$ cat config.mk
export PLATFORM = sky130hd
export DESIGN_NAME = traffic_light_fsm
export DESIGN_NICKNAME = d
export VERILOG_FILES = /design/src/rtl/traffic_light_fsm.sv
export SDC_FILE = /design/constraint.sdc
export NUM_CORES = 1
export LEC_CHECK = 0
export ABC_CLOCK_PERIOD_IN_PS = 1300
export BUFFER_PORTS_ARGS = -buffer_cell sky130_fd_sc_hd__buf_2
export CELL_PAD_IN_SITES_DETAIL_PLACEMENT = 2
export CELL_PAD_IN_SITES_GLOBAL_PLACEMENT = 2
export CORE_MARGIN = 1
export CORE_UTILIZATION = 26
export CTS_CLUSTER_DIAMETER = 200
export DETAILED_ROUTE_END_ITERATION = 8
export GPL_TIMING_DRIVEN = 0
export PLACE_DENSITY = 0.67
export RECOVER_POWER = 50
export SYNTH_ARGS = -nofsm -noshare
export SYNTH_HDL_FRONTEND = slang
export SYNTH_SLANG_ARGS = --single-unit
$ cat constraint.sdc
create_clock -name clk -period 1.3 [get_ports clk]
set_input_delay 0.13 -clock clk [delete_from_list [all_inputs] [get_ports clk]]
set_output_delay 0.13 -clock clk [all_outputs]
set_load 0.1 [all_outputs]
$ cat src/rtl/traffic_light_fsm.sv
// traffic_light_fsm: two-road Moore light controller paced by tick; ports clk, reset, tick, ta, tb in; la, lb, state out (GREEN=00 YELLOW=01 RED=10)
module traffic_light_fsm #(
  parameter int MIN_GREEN    = 2,
  parameter int YELLOW_TICKS = 1,
  parameter int CNT_W        = 4
) (
  input  logic       clk,
  input  logic       reset,
  input  logic       tick,
  input  logic       ta,
  input  logic       tb,
  output logic [1:0] la,
  output logic [1:0] lb,
  output logic [1:0] state
);
  typedef enum logic [1:0] {S0, S1, S2, S3} state_t;
  localparam logic [CNT_W-1:0] G_LIM = CNT_W'(MIN_GREEN - 1);
  localparam logic [CNT_W-1:0] Y_LIM = CNT_W'(YELLOW_TICKS - 1);
  state_t cur, nxt;
  logic [CNT_W-1:0] c, c_nxt;
  logic adv;
  always_comb begin
    adv   = tick && (cur[0] ? c >= Y_LIM : (c >= G_LIM && !(cur[1] ? tb : ta)));
    nxt   = adv ? state_t'(cur + 2'd1) : cur;
    c_nxt = adv ? '0 : (tick && c != '1) ? c + CNT_W'(1) : c;
    la    = cur == S0 ? 2'b00 : cur == S1 ? 2'b01 : 2'b10;
    lb    = cur == S2 ? 2'b00 : cur == S3 ? 2'b01 : 2'b10;
    state = cur;
  end
  always_ff @(posedge clk) begin
    if (reset) begin
      cur <= S0;
      c   <= '0;
    end else begin
      cur <= nxt;
      c   <= c_nxt;
    end
  end
endmodule

==> results of run 1 <==
==> sequential cells by signal (all words and copies together) (netlist names) <==
register  cells
c             4
state         2
==> per-stage QoR <==
step | power (mW) | hold slack, ns | setup slack [ns] | TNS, ns | cells
finish | 0.875 | 0.0637 | -0.0415 | -0.154 | 82
global placement | 0.550 | 0.336 | -0.0684 | -0.319 | 72
global route | 0.921 | 0.0760 | -0.0873 | -0.553 | 82
CTS | 0.861 | 0.0669 | -0.116 | -0.628 | 81
detailed placement | 0.571 | 0.349 | -0.120 | -0.615 | 72
floorplan | 0.515 | 0.189 | -0.148 | -0.296 | 47
==> area by class of cell <==
type | count | area (um^2)
timing repair buffer | 15 | 146
clock buffer | 4 | 26.3
sequential | 6 | 133
buffer | 1 | 3.75
fill | 153 | 783
inverter | 5 | 28.8
multi-input combinational | 35 | 400
tap | 16 | 20.0
==> report_power, final <==
part           switching (mW)  internal [mW]
registers              0.0341          0.208
clock network          0.0912          0.118
logic                   0.230          0.194
total                   0.355          0.520
==> what timing repair did <==
item | CTS | global route
hold buffers | 0 | 0
pin swaps | 9 | 8
gates resized for setup | 16 | 9
setup endpoints to repair | 10 | 11
setup buffers | 5 | 1
==> final timing paths <==
path	slack [ns]	depth (start not counted)	from	to
hold / removal	0.06	2	reset	state[0]$_SDFFE_PP0P_
setup / recovery	-0.04	4	state[1]$_SDFFE_PP0P_	la[1]
hold reg to reg	0.57	2	state[1]$_SDFFE_PP0P_	state[1]$_SDFFE_PP0P_
setup reg to reg	-0.04	6	c[0]$_SDFFE_PP0P_	c[3]$_SDFFE_PP0P_
==> critical path, delay by kind of cell, from the launching register on <==
kind | cells | cell delay [ns]
fa+ha+maj | 1 | 0.16
flops | 1 | 0.42
simple gates | 1 | 0.12
buf+inv | 2 | 0.24
==> cells by family (layout without fill, tap and decap cells) <==
group,count (synthesis),count (layout)
DFF,6,6
muxes,1,1
adders and majority gates,8,8
xor gates and xnor gates,1,1
buffers and inverters,6,25
AOI/OAI and AO/OA,7,7
and+or+nand+nor,18,18
==> placed cells by master (no fill, tap or decap), types with 2 or more instances in the layout <==
cell type  count
dfxtp_1        2
nor2_4         2
nand2b_1       3
buf_4          7
buf_2          3
nand3_1        3
inv_4          2
clkbuf_4       4
a21oi_2        2
dfxtp_4        3
clkbuf_1       2
ha_4           6
a211oi_2       2
nand2_1        2
buf_12         3
==> metal layers <==
layer / up-vias / GRT usage [%]
li1: 199 / -
met1: 193 / 14.7
met2: 11 / 29.4
met3: 4 / 5.53
met4: 0 / 8.75
met5: - / 0
==> results.cfg, run 1 <==
[run_status]
outcome = finished with violations
violations = setup timing

[synth]
synth_edf_count = 0
yosys.area_share.xor_xnor_pct = 2.02
yosys.area_share.adder_pct = 23.1
synth.yosys.seq_area_share_pct = 27.7
synth_most_common_cell = ha_1
synth.top_cell.area_share_pct = 27.7
synth.distinct_cells = 21
synthArstFlopShare_pct = 0
syn_area_um2 = 434
ys_ff_latch = 6
synth_top_family_by_area = simple AND/OR/NAND/NOR gates
synth-compound-area-share_pct = 14.4
synth.area.mux_share_pct = 2.31
netlist_top_cells_count = ha_1 (8), dfxtp_1 (6), inv_1 (5)
yosysTopAreaCell = dfxtp_1
synth_cells = 47
synth_area_per_cell_um2 = 9.24
synth_nets = 60
yosys_warnings = 0
yosys-top-cells-area = dfxtp_1 (28%), ha_1 (23%), a211oi_2 (5.8%)
ys.flop_type = dfxtp_1
synth-simple-area-share_pct = 25.4

[placement]
gp_congestion = 0.657
post_dp_cell_area_um2 = 593
post-dp-hpwl_um = 853
portBuffers = 9

[timing]
setup_ws_ns = -0.0415
period_share_pct = 103
setup_violations = 6
tightest_slew_ns = 0.397
fmax_mhz = 745
slew_headroom_pct = 73.5
rsz0062_at_grt = true
slew_violations = 0
period_needed_ns = 1.34
finalHoldViolations = 0
skew_ns = 0.0141

[critical_path]
cp_max_fo = 7
worst_setup_path_start_kind = flip-flop
cp_data_arrival_time_ns = 1.21
crit_chain = inv_6, ha_4, nor2_4, buf_12
critPathMaxStageDelay_ns = 0.42
slowest_stage = dfxtp_4
crit_type = flip-flop to primary output
critical_path_required_ns = 1.17
crit_path_end_kind = primary output

[cells_and_area]
final_nets = 80
final_layout_size_suffix_gt1_share_pct = 65.2
antenna_cells = 0
area_growth_pct = 74.6
design_area_um2 = 758
final_core_util_pct = 49.2

[cts]
clk_latency_ns = 0.26
cts_max_path_buffers = 2
clock_sinks = 6
cts_tree = yes
htree_levels = 1
cts-root-buf = clkbuf_4
cts.clk_slew.worst_paths_ns = 0.06
numCtsBuffers = 3

[global_route]
grt_pass1_vias = 459
grt_pass1_wl_um = 2100
grt_max_degree = 10
antenna_found_initial = 0
overflow = 0
grt_use_total_pct = 15.8

[job]
cap_violations = 0

[floorplan]
fp.coreArea_um2 = 1540
die_x_um = 42.9
die_h_um = 42.9
start_util_pct = 28.2
io_pins = 11
rows = 14
dieArea_um2 = 1840

[drt]
via_per_inst = 4.96
drtIter0Drc = 3
routedWlPerCell_um = 14.5
wl_met2_um = 663
drt-pass1-iter-count = 3
post-route-drc-count = 0
met3_wirelength_um = 42
postRouteAntennaNets = 0
vias = 407
wl_met1_um = 454
drt_wl_total_um = 1190
top_layer = met4

[power]
peakVddDrop_mv = 0.569
power_density_nw_per_um2 = 1150
leakagePower_nw = 0.298

[hold_path]
hp-class = primary input to flip-flop
No activity file was read; power rests on OpenSTA's default activity.
==> run 2: changes to the inputs <==
- RECOVER_POWER: 50 -> 25
==> run 2 against run 1 <==
  * The run still ends with setup timing left
  * Via count did not move
  * Count of clock-buffer cells in the layout is the same
  * Register-to-register slack about the same
  * Clock skew about the same
  * Final cell count stayed put
  * Non-clock buffer count did not move
  * Clock power barely moved
==> results.cfg, run 2 (synthesis results as in run 1) <==
[run_status]
outcome = finished with violations
violations = setup timing

[drt]
routedWlPerCell_um = 14.4
via_per_inst = 4.96
postRouteAntennaNets = 0
drt_wl_total_um = 1180
drt-pass1-iter-count = 3
post-route-drc-count = 0
vias = 407
drtIter0Drc = 3

[timing]
rsz0062_at_grt = true
finalHoldViolations = 0
fmax_mhz = 739
tightest_slew_ns = 0.397
period_needed_ns = 1.35
slew_headroom_pct = 73.5
skew_ns = 0.0142
setup_violations = 7
whs_ns = 0.0640
setup_ws_ns = -0.0523
slew_violations = 0
period_share_pct = 104

[cells_and_area]
multi_input_area_um2 = 410
largest_reg_flops = 4
ff_latch_area_um2 = 133
design_area_um2 = 768
antenna_cells = 0
final_layout_size_suffix_gt1_share_pct = 65.2
fin_cells = 82
final_cell_mix = ha_4 (7), buf_4 (7), clkbuf_4 (4)
final_nets = 80
largest_register = c
area_growth_pct = 76.9
n_fill_cell = 152

[critical_path]
worstReg2RegStart = c[0]$_SDFFE_PP0P_
rr_worst_depth = 6
cp_data_arrival_time_ns = 1.22
critical_path_required_ns = 1.17
crit_path_end_kind = primary output
rr_endpoint = c[3]$_SDFFE_PP0P_
ff2ff_setup_slack_ns = -0.04
cp_max_fo = 7
crit_type = flip-flop to primary output
worst_setup_path_start_kind = flip-flop

[hold_path]
hold_path_depth = 2
hp-class = primary input to flip-flop
hold_path_end = state[0]$_SDFFE_PP0P_
hold_start = reset

[power]
leakagePower_nw = 0.298
power_density_nw_per_um2 = 1140
peakVddDrop_mv = 0.572

[floorplan]
start_util_pct = 28.2
die_h_um = 42.9
dieArea_um2 = 1840
io_pins = 11
fp.coreArea_um2 = 1540
die_x_um = 42.9
rows = 14

[placement]
placed_cells = 72
pre_cts_ws_ns = -0.120
post-dp-hpwl_um = 853
post_dp_cell_area_um2 = 593
portBuffers = 9
gp_congestion = 0.657

[cts]
cts.clk_slew.worst_paths_ns = 0.06
cts_max_path_buffers = 2
clk_latency_ns = 0.26
cts_tree = yes
cts-root-buf = clkbuf_4
numCtsBuffers = 3
holdBufCountCts = 0
clock_sinks = 6
htree_levels = 1

[global_route]
antenna_found_initial = 0
grt_pass1_vias = 459
overflow = 0
grt_max_degree = 10
grt_use_total_pct = 15.8
grt_pass1_wl_um = 2100

[job]
cap_violations = 0
[run 2: cell types whose count changed in the layout (fill, tap and decap cells not counted)]
cell and change:
ha_2 -1, ha_4 +1
[run 2: how the worst max path moves through the flow]
| stage | start | slack, ns | endpoint |
|---|---|---|---|
| after floorplan | state[0]$_SDFFE_PP0P_ | -0.15 | lb[1] |
| after global placement | c[0]$_SDFFE_PP0P_ | -0.07 | c[1]$_SDFFE_PP0P_ |
| after detailed placement | c[0]$_SDFFE_PP0P_ | -0.12 | c[1]$_SDFFE_PP0P_ |
| after CTS | c[0]$_SDFFE_PP0P_ | -0.12 | c[3]$_SDFFE_PP0P_ |
| after global routing | state[1]$_SDFFE_PP0P_ | -0.09 | la[1] |
| final | state[1]$_SDFFE_PP0P_ | -0.05 | la[1] |
[run 2: stage by stage]
step	total power [mW]	setup TNS [ns]	utilization (%)
floorplan	0.515	-0.296	-
global placement	0.550	-0.319	38.5
detailed placement	0.571	-0.615	38.5
CTS	0.861	-0.628	46.3
global route	0.923	-0.556	49.8
finish	0.877	-0.166	49.8
[run 2: layer usage]
metal | routed length, um | share of wire, % | global-route usage, %
met5 | 0 | 0 | 0
met4 | 27 | 2.3 | 8.75
met3 | 43 | 3.6 | 5.53
met2 | 666 | 56 | 29.4
met1 | 445 | 38 | 14.7
[run 2: what timing repair did]
item                       CTS  global route
setup endpoints to repair   10            11
pin swaps                    9             8
setup buffers                5             1
gates resized for setup     16             9
[run 2: cell type report]
class / instances / area share [%]
multi-input combinational: 35 / 53.4
timing repair buffer: 15 / 19.1
sequential: 6 / 17.3
inverter: 5 / 3.75
clock buffer: 4 / 3.42
tap: 16 / 2.61
buffer: 1 / 0.489
[run 2: where the power goes]
part / leakage, nW / internal [mW] / switching [mW]
Sequential: 0.0514 / 0.208 / 0.0361
Combinational: 0.231 / 0.194 / 0.230
Clock: 0.0150 / 0.118 / 0.0913
[run 2: worst max-delay path: stages (launching register included)]
cell and delay [ns]:
dfxtp_4 0.43, inv_6 0.06, ha_4 0.17, nor2_4 0.12
buf_12 0.18
